<file path="config.mk">
export PLATFORM = sky130hd
export DESIGN_NAME = divider_result_display
export DESIGN_NICKNAME = d
export VERILOG_FILES = /design/src/rtl/divider_result_display.sv
export SDC_FILE = /design/constraint.sdc
export NUM_CORES = 1
export LEC_CHECK = 0
export BUFFER_PORTS_ARGS = -buffer_cell sky130_fd_sc_hd__buf_2
export CAP_MARGIN = 40
export CORE_AREA = 2 2 172 174
export CTS_CLUSTER_DIAMETER = 200
export DETAILED_ROUTE_END_ITERATION = 6
export DIE_AREA = 0 0 174 176
export HOLD_SLACK_MARGIN = 0.1
export RECOVER_POWER = 50
export SETUP_SLACK_MARGIN = 0.1
export SKIP_CTS_REPAIR_TIMING = 1
export SLEW_MARGIN = 25
export SYNTH_ARGS = -nofsm -noshare
export SYNTH_HDL_FRONTEND = slang
export SYNTH_SLANG_ARGS = --single-unit
</file>
<file path="constraint.sdc">
create_clock -name clk -period 3.3 [get_ports clk]
set_input_delay 0.165 -clock clk [delete_from_list [all_inputs] [get_ports clk]]
set_output_delay 0.165 -clock clk [all_outputs]
set_load 0.05 [all_outputs]
</file>
<file path="src/rtl/divider_result_display.sv">
// Display stage for the restoring divider: captures quotient/remainder on a
// rising valid, converts both to 5-digit BCD by a 16-step double-dabble, and
// scans them onto an 8-digit active-low multiplexed seven-segment display.
// Handshake: valid and toggle are levels from upstream; only their rising
// edges act. busy is high for the 16 conversion cycles and bcd_ready pulses
// for one cycle once the new digits sit in the display registers.
module divider_result_display #(
  parameter int unsigned REFRESH_DIV = 100000
) (
  input  logic        clk,
  input  logic        rst,
  input  logic        valid,
  input  logic [15:0] quotient,
  input  logic [15:0] remainder,
  input  logic        toggle,
  output logic [6:0]  seg,
  output logic [7:0]  an,
  output logic        busy,
  output logic        bcd_ready
);

  localparam int unsigned CNT_W = $clog2(REFRESH_DIV);
  localparam logic [CNT_W-1:0] CNT_MAX = CNT_W'(REFRESH_DIV - 1);
  localparam logic [CNT_W-1:0] CNT_ONE = CNT_W'(1);

  localparam logic [6:0] SEG_BLANK = 7'b1111111;
  localparam logic [6:0] SEG_Q     = 7'b0011000;
  localparam logic [6:0] SEG_R     = 7'b0101111;

  typedef enum logic {IDLE, CONV} state_t;

  state_t      state_q, state_d;
  logic        valid_dly_q, toggle_dly_q;
  logic        sel_q;
  logic [15:0] qbin_q, qbin_d, rbin_q, rbin_d;
  logic [19:0] qbcd_q, qbcd_d, rbcd_q, rbcd_d;
  logic [3:0]  iter_q, iter_d;
  logic [19:0] q_disp_q, q_disp_d, r_disp_q, r_disp_d;
  logic        ready_q, ready_d;
  logic [CNT_W-1:0] ref_cnt_q;
  logic [2:0]  idx_q;
  logic [6:0]  seg_q, seg_d;
  logic [7:0]  an_q;
  logic        valid_rise, toggle_rise;
  logic [19:0] disp_sel;

  // Add 3 to every BCD nibble that is 5 or more, before the shift.
  function automatic logic [19:0] add3(input logic [19:0] b);
    logic [19:0] r;
    r = b;
    for (int i = 0; i < 5; i++) begin
      if (r[i*4 +: 4] >= 4'd5) r[i*4 +: 4] = r[i*4 +: 4] + 4'd3;
    end
    return r;
  endfunction

  // Active-low decimal segment pattern {g,f,e,d,c,b,a}.
  function automatic logic [6:0] enc(input logic [3:0] v);
    case (v)
      4'd0:    enc = 7'b1000000;
      4'd1:    enc = 7'b1111001;
      4'd2:    enc = 7'b0100100;
      4'd3:    enc = 7'b0110000;
      4'd4:    enc = 7'b0011001;
      4'd5:    enc = 7'b0010010;
      4'd6:    enc = 7'b0000010;
      4'd7:    enc = 7'b1111000;
      4'd8:    enc = 7'b0000000;
      4'd9:    enc = 7'b0010000;
      default: enc = SEG_BLANK;
    endcase
  endfunction

  assign valid_rise = valid & ~valid_dly_q;
  assign toggle_rise = toggle & ~toggle_dly_q;
  assign busy = (state_q == CONV);
  assign bcd_ready = ready_q;
  assign seg = seg_q;
  assign an = an_q;
  assign disp_sel = sel_q ? r_disp_q : q_disp_q;

  // Capture/convert FSM: next state, double-dabble datapath and commit.
  always_comb begin
    state_d  = state_q;
    qbin_d   = qbin_q;
    rbin_d   = rbin_q;
    qbcd_d   = qbcd_q;
    rbcd_d   = rbcd_q;
    iter_d   = iter_q;
    q_disp_d = q_disp_q;
    r_disp_d = r_disp_q;
    ready_d  = 1'b0;
    case (state_q)
      IDLE: begin
        if (valid_rise) begin
          state_d = CONV;
          qbin_d  = quotient;
          rbin_d  = remainder;
          qbcd_d  = '0;
          rbcd_d  = '0;
          iter_d  = '0;
        end
      end
      CONV: begin
        {qbcd_d, qbin_d} = {add3(qbcd_q), qbin_q} << 1;
        {rbcd_d, rbin_d} = {add3(rbcd_q), rbin_q} << 1;
        iter_d = iter_q + 4'd1;
        if (iter_q == 4'd15) begin
          state_d  = IDLE;
          q_disp_d = qbcd_d;
          r_disp_d = rbcd_d;
          ready_d  = 1'b1;
        end
      end
      default: state_d = IDLE;
    endcase
  end

  // Segment pattern for the digit currently being scanned, with leading-zero blanking.
  always_comb begin
    seg_d = SEG_BLANK;
    case (idx_q)
      3'd0: seg_d = enc(disp_sel[3:0]);
      3'd1: if (disp_sel[19:4]  != '0) seg_d = enc(disp_sel[7:4]);
      3'd2: if (disp_sel[19:8]  != '0) seg_d = enc(disp_sel[11:8]);
      3'd3: if (disp_sel[19:12] != '0) seg_d = enc(disp_sel[15:12]);
      3'd4: if (disp_sel[19:16] != '0) seg_d = enc(disp_sel[19:16]);
      3'd7: seg_d = sel_q ? SEG_R : SEG_Q;
      default: seg_d = SEG_BLANK;
    endcase
  end

  // FSM, conversion and display registers plus input edge detectors.
  always_ff @(posedge clk) begin
    if (rst) begin
      state_q      <= IDLE;
      valid_dly_q  <= 1'b0;
      toggle_dly_q <= 1'b0;
      sel_q        <= 1'b0;
      qbin_q       <= '0;
      rbin_q       <= '0;
      qbcd_q       <= '0;
      rbcd_q       <= '0;
      iter_q       <= '0;
      q_disp_q     <= '0;
      r_disp_q     <= '0;
      ready_q      <= 1'b0;
    end else begin
      state_q      <= state_d;
      valid_dly_q  <= valid;
      toggle_dly_q <= toggle;
      if (toggle_rise) sel_q <= ~sel_q;
      qbin_q       <= qbin_d;
      rbin_q       <= rbin_d;
      qbcd_q       <= qbcd_d;
      rbcd_q       <= rbcd_d;
      iter_q       <= iter_d;
      q_disp_q     <= q_disp_d;
      r_disp_q     <= r_disp_d;
      ready_q      <= ready_d;
    end
  end

  // Refresh counter, digit index and registered anode/segment drive.
  always_ff @(posedge clk) begin
    if (rst) begin
      ref_cnt_q <= '0;
      idx_q     <= '0;
      seg_q     <= SEG_BLANK;
      an_q      <= 8'hFF;
    end else begin
      if (ref_cnt_q == CNT_MAX) begin
        ref_cnt_q <= '0;
        idx_q     <= idx_q + 3'd1;
      end else begin
        ref_cnt_q <= ref_cnt_q + CNT_ONE;
      end
      an_q  <= ~(8'b1 << idx_q);
      seg_q <= seg_d;
    end
  end

endmodule

</file>
==> results of run 1 <==
how the worst min path moves through the flow:
stage,endpoint,slack (ps)
final,qbin_q[3],110
after global routing,qbin_q[15],130
after CTS,toggle_dly_q,-50
after detailed placement,toggle_dly_q,400
after global placement,toggle_dly_q,390
after floorplan,toggle_dly_q,290
flip-flops by register name (all words and copies together), names as in the netlist:
name	count
toggle_dly_q	1
iter_q	4
valid_dly_q	1
bcd_ready	1
seg	7
sel_q	1
q_disp_q	20
qbin_q	16
qbcd_q	20
ref_cnt_q	17
rbin_q	16
idx_q	3
busy	1
rbcd_q	20
an	8
r_disp_q	20
per-stage QoR:
step           instance area [um2]  cells  utilization  worst slack (ps)
2_1_floorplan                 8550   1082            -               533
3_3_place_gp                  9080   1466        0.318               717
3_5_place_dp                  9110   1467        0.319               605
4_1_cts                       9700   1499        0.340               581
5_1_grt                       9670   1504        0.339               138
6_report                      9670   1504        0.339               338
worst max-delay path, delay by kind of cell (launching register included):
kind	cells	cell delay (ps)
DFF	1	1180
buffers and inverters	2	1150
final cells by class:
cell class	count	area [um2]
Clock buffer	18	439
Clock inverter	14	149
Fill cell	3108	18900
Inverter	39	146
Multi-Input combinational cell	828	4990
Sequential cell	156	3120
Tap cell	384	480
Timing Repair Buffer	65	337
cell usage after synthesis (all sizes together), types with 17 or more instances:
cell	count	area, um2
nand2	161	604
mux2	19	214
ha	54	676
nand3	19	105
nor2	130	490
dfxtp	156	3120
xnor2	19	166
inv	39	146
a211oi	17	128
o21ai	44	220
clkbuf	43	161
nor3	42	233
nand2b	20	125
a21oi	154	771
mux2i	35	378
where the power goes:
group	switching [mW]	leakage [nW]	internal, mW	total, mW
combinational	0.212	2.09	0.109	0.321
sequential	0.0334	1.27	1.92	1.95
clock	0.874	0.284	1.09	1.96
total	1.12	3.64	3.12	4.24
logic make-up (layout without fill, tap and decap cells):
| group | after synthesis | in the layout | synth area share |
|---|---|---|---|
| compound gates | 252 | 252 | 0.168 |
| xor+xnor | 28 | 28 | 0.0287 |
| fa+ha+maj | 54 | 54 | 0.0790 |
| buf+inv | 98 | 136 | 0.0502 |
| flops | 156 | 156 | 0.365 |
| mux | 54 | 54 | 0.0692 |
| simple gates | 440 | 440 | 0.239 |
metal layers:
| metal | vias to the layer above | global-route usage | wire, um | share of wire |
|---|---|---|---|---|
| met1 | 3290 | 0.176 | 9830 | 0.51 |
| li1 | 3766 | - | - | - |
| met4 | 0 | 0.0445 | 319 | 0.016 |
| met5 | - | 0 | 0 | 0 |
| met3 | 23 | 0.0299 | 726 | 0.037 |
| met2 | 126 | 0.200 | 8490 | 0.44 |
==> qor_table.md, run 1 <==
| Stage | Metric | Reported |
|---|---|---|
| clock tree | TritonCTS sink count | 156 |
| die | Standard-cell rows | 62 |
| sta | Actual slew at the worst max-slew pin | 1290 ps |
| layout | Top library cells by usage in the layout, fill and taps aside | sky130_fd_sc_hd__nand2_1, sky130_fd_sc_hd__dfxtp_1, sky130_fd_sc_hd__a21oi_1 |
| routing | Total via count in the routed design | 7,205 |
| min path | Hold path depth | 5 |
| clock tree | Insertion delay of the later-clocked pin in the worst-skew pair | 420 ps |
| yosys | Number of synthesized register bits | 156 |
| grt | Vias in the first global route | 6,675 |
| clock tree | TritonCTS clock tree | yes |
| worst setup path | Kind of launch point of the worst setup path | flip-flop |
| sta | Total Neg Setup Slack | 0 ps |
| grt | Aggregate global routing overflow | 0 |
| yosys | Number of synthesized flops with an enable pin | 0 |
| min path | Worst min path class | in2reg |
| worst setup path | Endpoint of the most critical register-to-register path | rbcd_q[18] |
| layout | Synth-to-layout area growth | 13.1% |
| die | Die height | 176 um |
| worst setup path | Last element of the critical path | busy |
| sta | Slew margin rel. | 0.137 |
| routing | # DRC | 0 |
| grt | Initial antenna violation count | 0 |
| flow run | Max-capacitance violation count | 0 |
| layout | Layout cell share with drive strength beyond 1 | 0.107 |
| power | Worst supply voltage drop on vdd | 276 uV |
| routing | Antenna Nets Post-Route | 0 |
| yosys | Post-synthesis net count | 1,172 |
| power | Total power | 4.24 mW |
| worst setup path | Largest incremental delay on the critical path | 1180 ps |
| sta | Highest achievable clock rate | 338 MHz |
| worst setup path | Worst reg-to-reg setup slack | 520 ps |
| worst setup path | Cell depth of the worst flop-to-flop path | 5 |
| layout | Count of inserted antenna diode cells | 0 |
| clock tree | CTS clk-pin slew, worst paths | 70 ps |
| worst setup path | Capturing element type of the critical path | output port |
| power | Leakage power total | 3.64 nW |
| routing | WL final | 19,400 um |
| sta | Hold Violations, Final | 0 |
| clock tree | Clock Tree Root | sky130_fd_sc_hd__clkbuf_16 |
| yosys | Commonest register cell after synthesis | sky130_fd_sc_hd__dfxtp_1 |
| sta | Fin crit share | 0.898 |
| routing | DR WL/cell | 12.9 um |
| sta | Skew final | 10.7 ps |
| yosys | Mean instance size in the synthesized netlist | 7.90 um2 |
| die | Core outline area | 28,500 um2 |
| clock tree | Max H-tree Level | 4 |
| worst setup path | Worst path arrival time | 2800 ps |
| yosys | Fraction of synthesis flops using an asynchronous set or reset pin | 0 |
| die | # IOs | 53 |
| layout | Final layout net count | 1,197 |
| worst setup path | Startpoint of the worst register-to-register path | busy |
| place | Half-perimeter wire length after placement | 13,000 um |
| worst setup path | Startpoint of the most critical setup path | busy |
| sta | Crit path time final | 2960 ps |
| grt | Overall global routing resource usage | 0.129 |
| clock tree | TritonCTS buffer count | 17 |
| worst setup path | CP max-delay cell | sky130_fd_sc_hd__dfxtp_1 |
| die | Die Footprint | 30,600 um2 |
| die | Die width | 174 um |
| worst setup path | Largest fanout on the critical path | 78 |
| worst setup path | Required time of the critical path | 3130 ps |
| yosys | Instance count of the mapped netlist | 1,082 |
| sta | Final setup viols | 0 |
| grt | Maximum number of pins on one net before global-route repair | 79 |
| status | Status | finished, final reports clean |
| grt | Wire length of the first global-routing pass | 32,700 um |
| worst setup path | Critical Setup Path Class | reg2out |
| die | Effective utilization at floorplan | 0.300 |
| routing | Post-detailed-route via-to-cell ratio | 4.79 |
| min path | Hold path startpoint | quotient[3] |
| sta | RSZ-0062 raised after global routing | no |
| yosys | Post-Syn Area | 8550 um2 |
| yosys | Yosys warning count | 0 |
| routing | Iteration count of the initial detailed-routing pass | 5 |
| yosys | Sequential fraction of the synthesis area | 0.365 |
| sta | Smallest hold slack | 115 ps |
| routing | Iter 0 DRT Violations | 461 |
| sta | Fin. max-slew vios | 0 |
| layout | Most common cell after layout, fill and taps aside | sky130_fd_sc_hd__nand2_1 |
| clock tree | Max Buffers Root-to-Sink | 2 |
| worst setup path | CP Cell Sequence | buf_4 > buf_2 |
| place | Count of input and output buffers | 52 |
| yosys | Number of distinct library cells after synthesis | 62 |
| power | Cell Pwr Density | 438 nW/um2 |
| place | Weighted congestion at the end of routability-driven global placement | 0.820 |
No activity file was read; power rests on OpenSTA's default activity.
==> inputs of run 2 (changes only) <==
--- a/config.mk
+++ b/config.mk
@@ -7,11 +7,12 @@
 export LEC_CHECK = 0
 export BUFFER_PORTS_ARGS = -buffer_cell sky130_fd_sc_hd__buf_2
 export CAP_MARGIN = 40
-export CORE_AREA = 2 2 172 174
+export CORE_AREA = 2 2 134 136
 export CTS_CLUSTER_DIAMETER = 200
 export DETAILED_ROUTE_END_ITERATION = 6
-export DIE_AREA = 0 0 174 176
+export DIE_AREA = 0 0 136 138
 export HOLD_SLACK_MARGIN = 0.1
+export PLACE_DENSITY = 0.67
 export RECOVER_POWER = 50
 export SETUP_SLACK_MARGIN = 0.1
 export SKIP_CTS_REPAIR_TIMING = 1
==> qor_table.md, run 2 (synthesis results as in run 1) <==
| Stage | Metric | Reported | Change |
|---|---|---|---|
| clock tree | TritonCTS buffer count | 17 | unchanged |
| routing | Antenna Nets Post-Route | 0 | unchanged |
| clock tree | Insertion delay of the later-clocked pin in the worst-skew pair | 430 ps | about the same |
| worst setup path | Kind of launch point of the worst setup path | flip-flop |  |
| power | Cell Pwr Density | 459 nW/um2 | +4.8% |
| place | Half-perimeter wire length after placement | 12,700 um | -2.3% |
| flow run | Max-capacitance violation count | 1 | +1 |
| grt | Vias in the first global route | 6,642 | -0.49% |
| sta | Total Neg Setup Slack | 0 ps | unchanged |
| place | Weighted congestion at the end of routability-driven global placement | 0.869 | +6.0% |
| clock tree | Clock Tree Root | sky130_fd_sc_hd__clkbuf_16 |  |
| layout | Count of inserted antenna diode cells | 0 | unchanged |
| clock tree | TritonCTS sink count | 156 | unchanged |
| layout | Layout cell share with drive strength beyond 1 | 0.108 | +0.000604 |
| routing | Highest routing layer actually used | met4 |  |
| sta | Highest achievable clock rate | 359 MHz | +6.2% |
| die | Core outline area | 17,500 um2 | -39% |
| place | Count of input and output buffers | 52 | unchanged |
| die | Effective utilization at floorplan | 0.488 | +0.188 |
| power | Leakage power total | 3.70 nW | +1.7% |
| status | Violated checks | capacitance limit, slew limit |  |
| grt | Initial antenna violation count | 0 | unchanged |
| routing | Amount of wire on met3 after detailed routing | 604 um | -17% |
| clock tree | CTS clk-pin slew, worst paths | 70 ps | about the same |
| layout | Synth-to-layout area growth | 12.5% |  |
| sta | Fin. max-slew vios | 47 | +47 |
| grt | Wire length of the first global-routing pass | 31,700 um | -3.0% |
| sta | Fin crit share | 0.845 | -0.0527 |
| layout | Top library cells by usage in the layout, fill and taps aside | sky130_fd_sc_hd__nand2_1, sky130_fd_sc_hd__a21oi_1, sky130_fd_sc_hd__dfxtp_1 |  |
| worst setup path | Capturing element type of the critical path | flip-flop |  |
| sta | Slew margin rel. | -0.326 | -0.463 |
| routing | Met2 wirelength from detailed routing | 8470 um | -0.25% |
| place | Post-placement cell count | 1,315 | -10% |
| clock tree | Max H-tree Level | 4 | unchanged |
| routing | DR WL/cell | 13.8 um | +7.2% |
| worst setup path | Largest fanout on the critical path | 11 | -86% |
| die | Die Footprint | 18,800 um2 | -39% |
| grt | Aggregate global routing overflow | 0 | unchanged |
| worst setup path | Cell depth of the worst flop-to-flop path | 7 | +2 |
| routing | Routed metal-1 wire length | 9320 um | -5.2% |
| layout | Most common cell after layout, fill and taps aside | sky130_fd_sc_hd__nand2_1 |  |
| worst setup path | Worst path arrival time | 3150 ps | +350 ps |
| clock tree | TritonCTS clock tree | yes |  |
| die | # IOs | 53 | unchanged |
| sta | Hold Violations, Final | 0 | unchanged |
| routing | WL final | 18,700 um | -3.6% |
| clock tree | Max Buffers Root-to-Sink | 2 | unchanged |
| grt | Maximum number of pins on one net before global-route repair | 63 | -20% |
| layout | Non-Filler Instances | 1,352 | -10% |
| sta | Crit path time final | 2790 ps | -174 ps |
| die | Die width | 136 um | -22% |
| routing | Iteration count of the initial detailed-routing pass | 5 | unchanged |
| worst setup path | Required time of the critical path | 3660 ps | +530 ps |
| sta | Actual slew at the worst max-slew pin | 1990 ps | +696 ps |
| routing | Total via count in the routed design | 7,238 | +0.46% |
| layout | Final layout net count | 1,200 | +0.25% |
| die | Standard-cell rows | 49 | -21% |
| min path | Worst min path class | in2reg |  |
| layout | Final cell area excluding filler cells | 9620 um2 | -0.53% |
| status | Status | finished, violations left |  |
| sta | Least setup slack across all paths after layout | 512 ps | +174 ps |
| grt | Overall global routing resource usage | 0.205 | +0.0767 |
| routing | Post-detailed-route via-to-cell ratio | 5.35 | +12% |
| sta | RSZ-0062 raised after global routing | no |  |
| sta | Skew final | 16.6 ps | +5.99 ps |
| die | Die height | 138 um | -22% |
| sta | Final setup viols | 0 | unchanged |
| place | Place WS | 557 ps | -48.1 ps |
| power | Worst supply voltage drop on vdd | 384 uV | +39% |
| min path | Hold path depth | 5 | unchanged |
| routing | Iter 0 DRT Violations | 530 | +15% |
| routing | # DRC | 0 | unchanged |
| place | Placed standard-cell area | 8990 um2 | -1.3% |
| worst setup path | Critical Setup Path Class | reg2reg |  |
| layout | Final standard cell utilization of the core | 0.549 | +0.210 |
## run 2: changes by cell type in the layout (fill, tap and decap cells not counted), sizes merged
cell | before | now
bufinv | 1 | 3
inv | 47 | 48
buf | 39 | 40
clkinv | 3 | 1
clkbuf | 40 | 42
clkinvlp | 2 | 1
## run 2: power breakdown
part / internal, mW / total (mW) / switching (mW)
registers: 1.92 / 1.95 / 0.0298
logic: 0.120 / 0.333 / 0.213
clock network: 1.27 / 2.14 / 0.867
## run 2: path summary, 6_finish.rpt
check / startpoint / end / slack, ps
setup / recovery: sel_q / seg[0] / 510
hold / removal: quotient[4] / qbin_q[4] / 100
setup reg to reg: sel_q / seg[0] / 510
hold reg to reg: ref_cnt_q[0] / ref_cnt_q[0] / 450
## run 2: layer usage
layer | global-route usage | up-vias
li1 | - | 3777
met5 | 0 | -
met3 | 0.0455 | 22
met1 | 0.283 | 3338
met2 | 0.322 | 101
met4 | 0.0603 | 0
## run 2: metrics by stage
step / power [mW] / hold slack, ps
4_1_cts: 4.47 / -36.9
6_report: 4.42 / 102
3_5_place_dp: 2.33 / 406
5_1_grt: 4.57 / 123
2_1_floorplan: 2.24 / 293
3_3_place_gp: 2.31 / 399
## run 2: worst max-delay path, stage by stage (launching register included)
cell	delay, ps
sky130_fd_sc_hd__dfxtp_2	560
sky130_fd_sc_hd__mux2i_1	490
sky130_fd_sc_hd__ha_1	380
sky130_fd_sc_hd__nor4b_2	380
sky130_fd_sc_hd__o221ai_2	270
sky130_fd_sc_hd__o2bb2ai_1	370
sky130_fd_sc_hd__o21ai_0	150
sky130_fd_sc_hd__nand4_1	120
## run 2: cell type report
class,count,area (um2)
clock buffer,18,450
clock inverter,14,195
fill,1701,7920
inverter,39,146
multi-input combinational,828,4990
sequential,156,3130
tap,229,287
timing repair buffer,68,418
==> inputs of run 3 (changes only) <==
--- a/config.mk
+++ b/config.mk
@@ -12,7 +12,7 @@
 export DETAILED_ROUTE_END_ITERATION = 6
 export DIE_AREA = 0 0 136 138
 export HOLD_SLACK_MARGIN = 0.1
-export PLACE_DENSITY = 0.67
+export PLACE_DENSITY = 0.7
 export RECOVER_POWER = 50
 export SETUP_SLACK_MARGIN = 0.1
 export SKIP_CTS_REPAIR_TIMING = 1
==> constraint.sdc (replaced) <==
create_clock -name clk -period 2.4 [get_ports clk]
set_input_delay 0.12 -clock clk [delete_from_list [all_inputs] [get_ports clk]]
set_output_delay 0.12 -clock clk [all_outputs]
set_load 0.05 [all_outputs]
==> qor_table.md, run 3 (synthesis results as in run 1) <==
| Stage | Metric | Reported | Change |
|---|---|---|---|
| worst setup path | Critical Setup Path Class | reg2reg |  |
| die | Die width | 136 um | unchanged |
| layout | Final standard cell utilization of the core | 0.563 | +0.0141 |
| routing | Antenna Nets Post-Route | 0 | unchanged |
| worst setup path | Kind of cell adding the most delay to the critical path | compound AO/OA/AOI/OAI gates |  |
| clock tree | Insertion delay of the later-clocked pin in the worst-skew pair | 430 ps | about the same |
| worst setup path | Cell depth of the worst flop-to-flop path | 8 | +1 |
| sta | Slew margin rel. | 0.270 | +0.596 |
| place | Post-placement cell count | 1,321 | +0.46% |
| routing | WL final | 18,900 um | +1.1% |
| layout | Flip-flop and latch area | 3130 um2 | about the same |
| sta | Crit path time final | 2160 ps | -628 ps |
| clock tree | TritonCTS buffer count | 17 | unchanged |
| worst setup path | CP max-delay cell | sky130_fd_sc_hd__dfxtp_4 |  |
| worst setup path | Worst path arrival time | 2460 ps | -690 ps |
| routing | Iter 0 DRT Violations | 496 | -6.4% |
| power | Leakage power total | 3.79 nW | +2.4% |
| die | Core outline area | 17,500 um2 | unchanged |
| layout | Layout cell share with drive strength beyond 1 | 0.124 | +0.0162 |
| grt | Initial antenna violation count | 0 | unchanged |
| power | Worst supply voltage drop on vdd | 536 uV | +40% |
| sta | Total Neg Setup Slack | 0 ps | unchanged |
| grt | Overall global routing resource usage | 0.199 | -0.00635 |
| die | Die Footprint | 18,800 um2 | unchanged |
| place | Weighted congestion at the end of routability-driven global placement | 0.850 | -2.2% |
| clock tree | TritonCTS sink count | 156 | unchanged |
| sta | Fin crit share | 0.900 | +0.0552 |
| sta | RSZ-0062 raised after global routing | no |  |
| layout | Non-Filler Instances | 1,375 | +1.7% |
| worst setup path | Sum of buffers and inverters on the critical path | 2 | +2 |
| clock tree | Max H-tree Level | 4 | unchanged |
| clock tree | Clock Tree Root | sky130_fd_sc_hd__clkbuf_16 |  |
| die | # IOs | 53 | unchanged |
| worst setup path | CP Cell Sequence | buf_4 > mux2i_4 > inv_1 > ha_1 > o31ai_2 > a21oi_1 > a211oi_2 > nand4_1 |  |
| die | Effective utilization at floorplan | 0.488 | unchanged |
| sta | Hold Violations, Final | 0 | unchanged |
| grt | Vias in the first global route | 6,581 | -0.92% |
| power | Cell Pwr Density | 584 nW/um2 | +27% |
| routing | # DRC | 0 | unchanged |
| sta | Actual slew at the worst max-slew pin | 1090 ps | -895 ps |
| routing | Iteration count of the initial detailed-routing pass | 5 | unchanged |
| worst setup path | Largest fanout on the critical path | 5 | -6 |
| worst setup path | Worst reg-to-reg setup slack | 240 ps | -270 ps |
| sta | Fin. max-slew vios | 0 | -100% |
| grt | Aggregate global routing overflow | 0 | unchanged |
| min path | Worst min path class | in2reg |  |
| worst setup path | Required time of the critical path | 2700 ps | -960 ps |
| worst setup path | Endpoint of the most critical register-to-register path | seg[6] |  |
| status | Status | finished, final reports clean |  |
| sta | Highest achievable clock rate | 463 MHz | +29% |
| min path | Hold path depth | 5 | unchanged |
| layout | Count of inserted antenna diode cells | 0 | unchanged |
| sta | Skew final | 7.40 ps | -9.24 ps |
| flow run | Max-capacitance violation count | 0 | -1 |
| layout | Top library cells by usage in the layout, fill and taps aside | sky130_fd_sc_hd__nand2_1, sky130_fd_sc_hd__a21oi_1, sky130_fd_sc_hd__dfxtp_1 |  |
| layout | Final layout net count | 1,223 | +1.9% |
| routing | Post-detailed-route via-to-cell ratio | 5.35 | about the same |
| clock tree | CTS clk-pin slew, worst paths | 60 ps | about the same |
| min path | Hold path startpoint | quotient[6] |  |
| routing | Total via count in the routed design | 7,360 | +1.7% |
| worst setup path | Capturing element type of the critical path | flip-flop |  |
| worst setup path | Largest incremental delay on the critical path | 380 ps | -180 ps |
| layout | Synth-to-layout area growth | 15.4% |  |
| grt | Maximum number of pins on one net before global-route repair | 133 | +110% |
| die | Standard-cell rows | 49 | unchanged |
| die | Die height | 138 um | unchanged |
| place | Count of input and output buffers | 52 | unchanged |
| routing | DR WL/cell | 13.7 um | -0.59% |
| clock tree | TritonCTS clock tree | yes |  |
| sta | Final setup viols | 0 | unchanged |
| grt | Wire length of the first global-routing pass | 30,800 um | -2.7% |
| layout | Most common cell after layout, fill and taps aside | sky130_fd_sc_hd__nand2_1 |  |
| clock tree | Max Buffers Root-to-Sink | 2 | unchanged |
| worst setup path | Kind of launch point of the worst setup path | flip-flop |  |
| layout | Number of filler cells placed in the layout | 1,606 | -5.6% |
| layout | Area used by multi-input combinational logic | 5080 um2 | +1.8% |
| place | Half-perimeter wire length after placement | 12,300 um | -2.9% |
| worst setup path | Startpoint of the worst register-to-register path | sel_q |  |
| min path | Hold path endpoint | qbin_q[6] |  |
## run 3: report_power, final
part / leakage, nW / switching (mW) / internal, mW
Clock: 0.267 / 1.09 / 1.46
Sequential: 1.27 / 0.0322 / 2.64
Combinational: 2.26 / 0.322 / 0.215
## run 3: area by class of cell
| class | count | share of cell area |
|---|---|---|
| inverter | 39 | 0.0148 |
| tap | 229 | 0.0290 |
| sequential | 156 | 0.317 |
| multi-input combinational | 828 | 0.515 |
| clock buffer | 20 | 0.0453 |
| clock inverter | 12 | 0.0117 |
| timing repair buffer | 91 | 0.0666 |
## run 3: how the worst max path moves through the flow
stage | from | to | slack (ps) | cells past startpoint
after floorplan | sel_q | seg[2] | 50 | 11
after global placement | sel_q | seg[0] | 210 | 8
after detailed placement | sel_q | seg[4] | 90 | 8
after CTS | sel_q | seg[4] | 80 | 8
after global routing | sel_q | seg[5] | 50 | 7
final | sel_q | seg[6] | 240 | 8
## run 3: worst reg2reg max path: stages, from the launching register on
cell and delay [ps]:
sky130_fd_sc_hd__dfxtp_4 380, sky130_fd_sc_hd__buf_4 170, sky130_fd_sc_hd__mux2i_4 300, sky130_fd_sc_hd__inv_1 150
sky130_fd_sc_hd__ha_1 230, sky130_fd_sc_hd__o31ai_2 280, sky130_fd_sc_hd__a21oi_1 100, sky130_fd_sc_hd__a211oi_2 310
sky130_fd_sc_hd__nand4_1 140
## run 3: per-stage QoR
step / worst slack [ps] / cell area, um2 / hold WS [ps] / total power [mW]
2_1_floorplan: 49.1 / 8620 / 248 / 3.10
3_3_place_gp: 206 / 9070 / 341 / 3.20
3_5_place_dp: 94.7 / 9070 / 353 / 3.21
4_1_cts: 81.0 / 9640 / -95.5 / 5.77
5_1_grt: 54.7 / 9860 / 100 / 5.99
6_report: 239 / 9860 / 60.0 / 5.76
## run 3: layer usage
layer	global-route usage	wire (um)
met1	0.274	9190
met5	0	0
met4	0.0729	406
met3	0.0451	816
met2	0.305	8450
